[src/rtl/uart_word_responder.sv]
// uart_word_responder: serves a 4-byte UART address query with a 32-bit memory word sent back as 4 bytes.
// Define UART_RESP_TIMEOUT_EN to discard partial queries after TIMEOUT_BITS idle bit-times.
module uart_word_responder #(
   parameter int CLKS_PER_BIT = 868,
   parameter int ADDR_W       = 16,
   parameter int TIMEOUT_BITS = 40
) (
   input  logic              clk,
   input  logic              reset,
   input  logic              rx,
   output logic              tx,
   output logic [ADDR_W-1:0] mem_addr,
   output logic              mem_rd,
   input  logic [31:0]       mem_rdata,
   output logic              busy,
   output logic              frame_err
);
   localparam int CW = $clog2(CLKS_PER_BIT);
   typedef enum logic [1:0] {R_IDLE, R_START, R_DATA, R_STOP} rx_state_t;
   typedef enum logic [2:0] {RX_ADDR, READ, CAPTURE, TX_BYTE, DONE} state_t;
   rx_state_t rstate, rstate_nx;
   state_t state, state_nx;
   logic rx_meta, rx_sync, rx_prev, byte_ok, rx_mid, rx_half, t_end, timeout;
   logic [CW-1:0] rcnt, tcnt;
   logic [2:0] rbit;
   logic [7:0] rsh;
   logic [1:0] acnt, tbyte;
   logic [23:0] abuf;
   logic [31:0] dsh;
   logic [3:0] tbit;
   assign rx_mid  = rcnt == CW'(CLKS_PER_BIT - 1);
   assign rx_half = rcnt == CW'(CLKS_PER_BIT / 2 - 1);
   assign t_end   = tcnt == CW'(CLKS_PER_BIT - 1);
   // Receiver runs in every main state so byte framing never drifts.
   always_comb begin
      rstate_nx = rstate;
      byte_ok   = 1'b0;
      frame_err = 1'b0;
      case (rstate)
         R_IDLE:  if (rx_prev && !rx_sync) rstate_nx = R_START;
         R_START: if (rx_half) rstate_nx = rx_sync ? R_IDLE : R_DATA;
         R_DATA:  if (rx_mid && rbit == 3'd7) rstate_nx = R_STOP;
         R_STOP:  if (rx_mid) begin
            rstate_nx = R_IDLE;
            byte_ok   = rx_sync;
            frame_err = !rx_sync;
         end
         default: rstate_nx = R_IDLE;
      endcase
   end
   always_ff @(posedge clk) begin
      if (reset) begin
         rx_meta <= 1'b1;
         rx_sync <= 1'b1;
         rx_prev <= 1'b1;
         rstate  <= R_IDLE;
         rcnt    <= '0;
         rbit    <= '0;
         rsh     <= '0;
      end else begin
         rx_meta <= rx;
         rx_sync <= rx_meta;
         rx_prev <= rx_sync;
         rstate  <= rstate_nx;
         rcnt    <= (rstate != rstate_nx || rx_mid) ? '0 : rcnt + 1'b1;
         if (rstate == R_DATA && rx_mid) begin
            rsh  <= {rx_sync, rsh[7:1]};
            rbit <= rbit + 1'b1;
         end
      end
   end
   always_comb begin
      state_nx = state;
      case (state)
         RX_ADDR: if (byte_ok && acnt == 2'd3) state_nx = READ;
         READ:    state_nx = CAPTURE;
         CAPTURE: state_nx = TX_BYTE;
         TX_BYTE: if (t_end && tbit == 4'd9 && tbyte == 2'd3) state_nx = DONE;
         default: state_nx = RX_ADDR;
      endcase
   end
   assign mem_rd = state == READ;
   assign tx     = state != TX_BYTE || (tbit != 4'd0 && (tbit == 4'd9 || dsh[0]));
   assign busy   = state inside {READ, CAPTURE, TX_BYTE} || (state == RX_ADDR && (acnt != 2'd0 || byte_ok));
   always_ff @(posedge clk) begin
      if (reset) begin
         state    <= RX_ADDR;
         acnt     <= '0;
         abuf     <= '0;
         mem_addr <= '0;
         dsh      <= '0;
         tcnt     <= '0;
         tbit     <= '0;
         tbyte    <= '0;
      end else begin
         state <= state_nx;
         if (frame_err || timeout) acnt <= '0;
         else if (state == RX_ADDR && byte_ok) begin
            acnt <= acnt + 1'b1;
            abuf <= {rsh, abuf[23:8]};
         end
         if (state == RX_ADDR && byte_ok && acnt == 2'd3) mem_addr <= ADDR_W'({rsh, abuf});
         if (state == CAPTURE) begin
            dsh   <= mem_rdata;
            tcnt  <= '0;
            tbit  <= '0;
            tbyte <= '0;
         end else if (state == TX_BYTE) begin
            tcnt <= t_end ? '0 : tcnt + 1'b1;
            if (t_end) begin
               tbit <= tbit == 4'd9 ? 4'd0 : tbit + 1'b1;
               if (tbit == 4'd9) tbyte <= tbyte + 1'b1;
               if (tbit != 4'd0 && tbit != 4'd9) dsh <= dsh >> 1;
            end
         end
      end
   end
`ifdef UART_RESP_TIMEOUT_EN
   localparam int TO = TIMEOUT_BITS * CLKS_PER_BIT;
   localparam int TW = $clog2(TO);
   logic [TW-1:0] tmo;
   assign timeout = state == RX_ADDR && acnt != 2'd0 && rstate == R_IDLE && tmo == TW'(TO - 1);
   always_ff @(posedge clk) begin
      if (reset || state != RX_ADDR || acnt == 2'd0 || rstate != R_IDLE) tmo <= '0;
      else tmo <= tmo + 1'b1;
   end
`else
   assign timeout = 1'b0;
`endif
endmodule

[config.mk]
export PLATFORM = sky130hd
export DESIGN_NAME = uart_word_responder
export DESIGN_NICKNAME = d
export VERILOG_FILES = /design/src/rtl/uart_word_responder.sv
export SDC_FILE = /design/constraint.sdc
export NUM_CORES = 1
export LEC_CHECK = 0
export BUFFER_PORTS_ARGS = -buffer_cell sky130_fd_sc_hd__buf_2
export CORE_AREA = 5 5 71 138
export DETAILED_ROUTE_END_ITERATION = 12
export DIE_AREA = 0 0 76 143
export PLACE_DENSITY = 0.81
export SLEW_MARGIN = 5
export SYNTH_ARGS = -nofsm -noshare
export SYNTH_HDL_FRONTEND = slang
export SYNTH_SLANG_ARGS = --single-unit
[constraint.sdc]
create_clock -name clk -period 3.5 [get_ports clk]
set_input_delay 0.7 -clock clk [delete_from_list [all_inputs] [get_ports clk]]
set_output_delay 0.7 -clock clk [all_outputs]
set_load 0.005 [all_outputs]
## After elaboration in Yosys (flattened, before gate mapping)

Cells that the tools add are included.

| operators by class | value |
|---|---|
| add/sub/neg operators | 6 |
| equality and inequality tests | 18 |
| multiplexer cells | 19 |
| bitwise logic cells | 1 |
| reduce and logical (&&, ||, !) cells | 33 |

Operators by type and width:

| operator | number |
|---|---|
| two-way mux 32 bit | 4 |
| adder 10 x 1 -> 10 bit, second input constant | 2 |
| equality test 10 bit, second input constant | 2 |
| one-hot mux 3 bit (4 select lines) | 1 |
| logical AND 1 bit | 11 |
| equality test 10 x 9 -> 1 bit, second input constant | 1 |
| two-way mux 10 bit | 1 |
| two-way mux 2 bit | 5 |
| equality test 2 bit, second input constant | 4 |
| one-hot mux 2 bit (4 select lines) | 1 |
| nonzero test 2 bit | 4 |
| equality test 3 x 2 -> 1 bit, second input constant | 2 |
| two-way mux 3 bit | 2 |
| AND reduction 2 bit | 3 |
| AND reduction 3 bit | 2 |
| OR reduction 2 bit | 3 |
| logical OR 1 bit | 5 |
| adder 2 x 1 -> 2 bit, second input constant | 2 |
| adder 4 x 1 -> 4 bit, second input constant | 1 |
| equality test 4 bit, second input constant | 1 |
| two-way mux 1 bit | 4 |
| two-way mux 4 bit | 1 |
| != test 2 bit, second input constant | 2 |
| != test 4 bit, second input constant | 1 |
| other kinds (12) | 12 |

| word-level totals | value |
|---|---|
| register bits | 119 |
| input bits | 35 |
| output and inout port bits | 20 |
| logic and storage cells | 92 |

## Logic depth before layout (Yosys ltp)

| logic depth | value |
|---|---|
| depth after elaboration | 7 |
| depth in mapped cells | 7 |
| gate-level depth less buffers | 6 |

## Worst setup path before layout

No wires, ideal clock.

| timing path | value |
|---|---|
| path kind | flip-flop to output port |
| start | register rcnt[0] |
| end | output busy |
| arrival | 1630 ps |
| data required time | 2800 ps |
| setup slack | 1170 ps |
| cell stages (with the launch flop) | 6 |
| path buffers | 1 |
| path through | dfxtp_1 -> ha_1 -> nor4bb_1 -> nand4_1 -> clkbuf_1 -> o21ai_0 |

| on the way | value |
|---|---|
| cells in the longest elaborated chain, start to end | 6 |

RTL lines:

| element | RTL line | source |
|---|---|---|
| start, declared | 24 | `logic [CW-1:0] rcnt, tcnt;` |
| start signal, assigned | 65 | `rcnt <= (rstate != rstate_nx \|\| rx_mid) ? '0 : rcnt + 1'b1;` |
| equality test 10 bit | 31 | `assign rx_mid = rcnt == CW'(CLKS_PER_BIT - 1);` |
| two-way mux 1 bit | 43 | `R_STOP: if (rx_mid) begin` |
| two-way mux 1 bit | 39 | `case (rstate)` |
| logical OR 1 bit | 84 | `assign busy = state inside {READ, CAPTURE, TX_BYTE} \|\| (state == RX_ADDR && (acnt != 2'd0 \|\| byte_ok));` |
| logical AND 1 bit | 84 |  |
| logical OR 1 bit | 84 |  |
| end, declared | 15 | `output logic busy,` |

No other way between the ends.

## Final worst setup path

Ends and elaborated chain as after synthesis.

==> impl_metrics.csv <==
group,metric,value,unit
floorplan,die_x,76,microns
sta,post-route-period-util,86.0,%
setup_path,worstPathBufferInverterCount,2,
setup_path,crit_cells,6,
logic_synthesis,yosysUniqueCellTypes,51,
setup_path,cp_data_required_time,2800,ps
cts,cts_max_level,4,
cells_and_area,seqCellArea,2380,sq um
sta,hold_viol,0,
cts,cts.reportedPaths.clkPinSlew,50,ps
placement,place.port_buffers,54,
floorplan,die_h,143,microns
cts,cts_buffers,17,
cts,clk_latency,410,ps
cts,cts_root_buf,"clkbuf_16",
cells_and_area,layout_commonest_cell,"dfxtp_1",
grt,grt_max_degree,64,
floorplan,rows,48,
setup_path,critPathTopFamily,"simple AND/OR/NAND/NOR gates",
logic_synthesis,synthCells,622,
sta,fmax,332,MHz
cells_and_area,fin_nets,686,
flow_run,maxCapViolations,0,
routing,final_antenna_net_count,0,
cells_and_area,drive_above_1_share,14.8,%
logic_synthesis,syn_area,5250,sq um
floorplan,num_io_pins,55,
cts,cts_hold_buffers,0,
sta,drv_slew,0,
setup_path,critical_path.cell_chain,"ha_1 -> nor4bb_1 -> nand4_1 -> buf_4 -> o21ai_0 -> buf_2",
cells_and_area,most-common-layout-cells,"119 x dfxtp_1, 80 x nand3_1, 76 x o21ai_0",
setup_path,crit_slowest_cell,"nor4bb_1",
sta,setup_viol,0,
grt,overflow,0,
cts,cts_tree,"yes",
logic_synthesis,avgSynthCellArea,8.44,sq um
setup_path,startpoint,"rcnt[0]",
setup_path,crit_type,"reg2out",
setup_path,reg2regPathDepth,5,
sta,worst_slew_pin_slew,1070,ps
floorplan,start_util,61.1,%
status,status,"completed",
cts,cts_resized,0,
setup_path,worst_path_largest_cell_delay,450,ps
worst_hold_path,hold_class,"reg2reg",
power,peakVddDrop,0.441,mV
logic_synthesis,synth_nets,665,
setup_path,critPathLaunchType,"flip-flop",
cells_and_area,area_delta_synth_final,14.4,%
power,finalPower,3.01,mW
sta,tns,0,ps
logic_synthesis,synth_top_cell_by_area,"dfxtp_1",
logic_synthesis,async_reset_ff_share,0,%
setup_path,arrival,2310,ps
cts,post-cts-setup-buffer-count,0,
logic_synthesis,ys.flop_type,"dfxtp_1",
setup_path,r2r-end,"tbit[1]",
sta,fin_crit,3010,ps
logic_synthesis,synth-edff-count,0,
routing,drc,0,
logic_synthesis,yosysSeqAreaShare,45.4,%
placement,dp_hpwl,7700,microns
setup_path,r2r-start,"tcnt[0]",
placement,gp_congestion,0.852,
logic_synthesis,synth-seq-cells,119,
power,powerDensity,501,nW/um^2
cts,cts_buffer_depth,2,
routing,wl_per_cell,16.5,microns
cells_and_area,n_antenna_cell,0,
sta,rsz0062_at_grt,"false",
power,p_leak,2.09,nW
floorplan,core,8590,sq um
logic_synthesis,yosys_warnings,0,
floorplan,dieArea,10900,sq um
grt,antenna_found_initial,0,
routing,route.vias.total,4722,
grt,first_global_vias,4583,
sta,fin_skew,6.97,ps
sta,maxSlewHeadroom,28.3,%
grt,grtUsageTotal,23.3,%
cells_and_area,fillers,649,
logic_synthesis,synthTopCellsByArea,"dfxtp_1 45%, nand3_1 7.6%, o21ai_0 7.2%",
routing,drtIter0Drc,464,
logic_synthesis,synth_top_area_share,45.4,%
routing,dr.pass1.iters,5,
routing,wl,12400,microns
setup_path,worst-path-max-fanout,43,
grt,grt_pass1_wl,21200,microns
setup_path,end_kind,"primary output",
cts,clock-sinks,119,
routing,avgViaCountPerCell,6.26,
setup_path,crit_end,"busy",
cells_and_area,multi_input_area,2610,sq um
setup_path,r2r_slack,1070,ps
==> state kept, by name, summed over array words and instances (netlist names) <==
register,flops
rbit,3
rx_prev,1
rcnt,10
tbyte,2
dsh,32
rx_meta,1
tcnt,10
abuf,24
rx_sync,1
acnt,2
tbit,4
rstate,2
rsh,8
state,3
mem_addr,16
==> worst min-delay path by stage <==
stage	slack (ps)	endpoint	cells past startpoint	from
2_1_floorplan	390	rx_sync	1	rx_meta
3_3_place_gp	400	rx_sync	1	rx_meta
3_5_place_dp	410	rx_sync	1	rx_meta
4_1_cts	420	rx_sync	1	rx_meta
5_1_grt	440	rx_sync	1	rx_meta
6_report	420	rx_sync	1	rx_meta
==> layer usage <==
metal  wire length (microns)  vias to the layer above  GRT usage, %
met4                     293                        0          10.2
met1                    4880                     2244          25.5
li1                        -                     2308             -
met3                     613                       37          6.63
met2                    6640                      133          41.4
met5                       0                        -             0
==> cell usage after synthesis (2+ instances only) <==
master / number
o21ai_0: 76
o31ai_1: 4
nor2_1: 60
clkbuf_1: 50
nor3b_1: 4
a21oi_1: 52
a311oi_1: 32
inv_1: 8
a21o_1: 2
o22ai_1: 2
ha_1: 8
or3_1: 2
and4_1: 2
or4_1: 3
nand2_1: 14
buf_2: 5
nor4_1: 4
nand3b_1: 2
nor3_1: 16
buf_6: 2
or2_2: 6
xnor2_1: 14
mux2i_1: 10
nand4_1: 7
a31oi_1: 3
nor2b_1: 4
and2_1: 3
nand4b_1: 3
xor2_1: 5
dfxtp_1: 119
nand3_1: 80
==> layout make-up <==
type                       count  area share, %
multi-input combinational    437           43.4
sequential                   119           39.7
clock buffer                  26           8.15
timing repair buffer          60           5.46
tap                          100           2.08
clock inverter                 4          0.750
inverter                       8          0.500
==> kinds of logic after synthesis <==
| logic type | share of synthesized area [%] |
|---|---|
| fa+ha+maj | 1.91 |
| buf+inv | 5.20 |
| mux | 1.91 |
| xor+xnor | 3.17 |
| simple gates | 22.5 |
| compound gates | 20.0 |
| flops | 45.4 |
==> power breakdown <==
group	internal, mW	leakage [nW]	total [mW]	switching [mW]
clock	1.02	0.264	1.58	0.563
combinational	0.0239	0.869	0.0576	0.0337
sequential	1.36	0.959	1.37	0.00701
total	2.41	2.09	3.01	0.603
==> metrics by stage <==
step | utilization [%] | cell area, sq um | setup slack [ps] | hold slack, ps | cells
CTS | 69.9 | 6000 | 503 | 418 | 754
detailed placement | 63.7 | 5470 | 932 | 406 | 724
global route | 69.9 | 6000 | 245 | 438 | 754
global placement | 63.7 | 5470 | 1020 | 399 | 724
finish | 69.9 | 6000 | 491 | 419 | 754
floorplan | - | 5250 | 1170 | 389 | 622
Note: power is estimated with default switching activity, not from simulation.
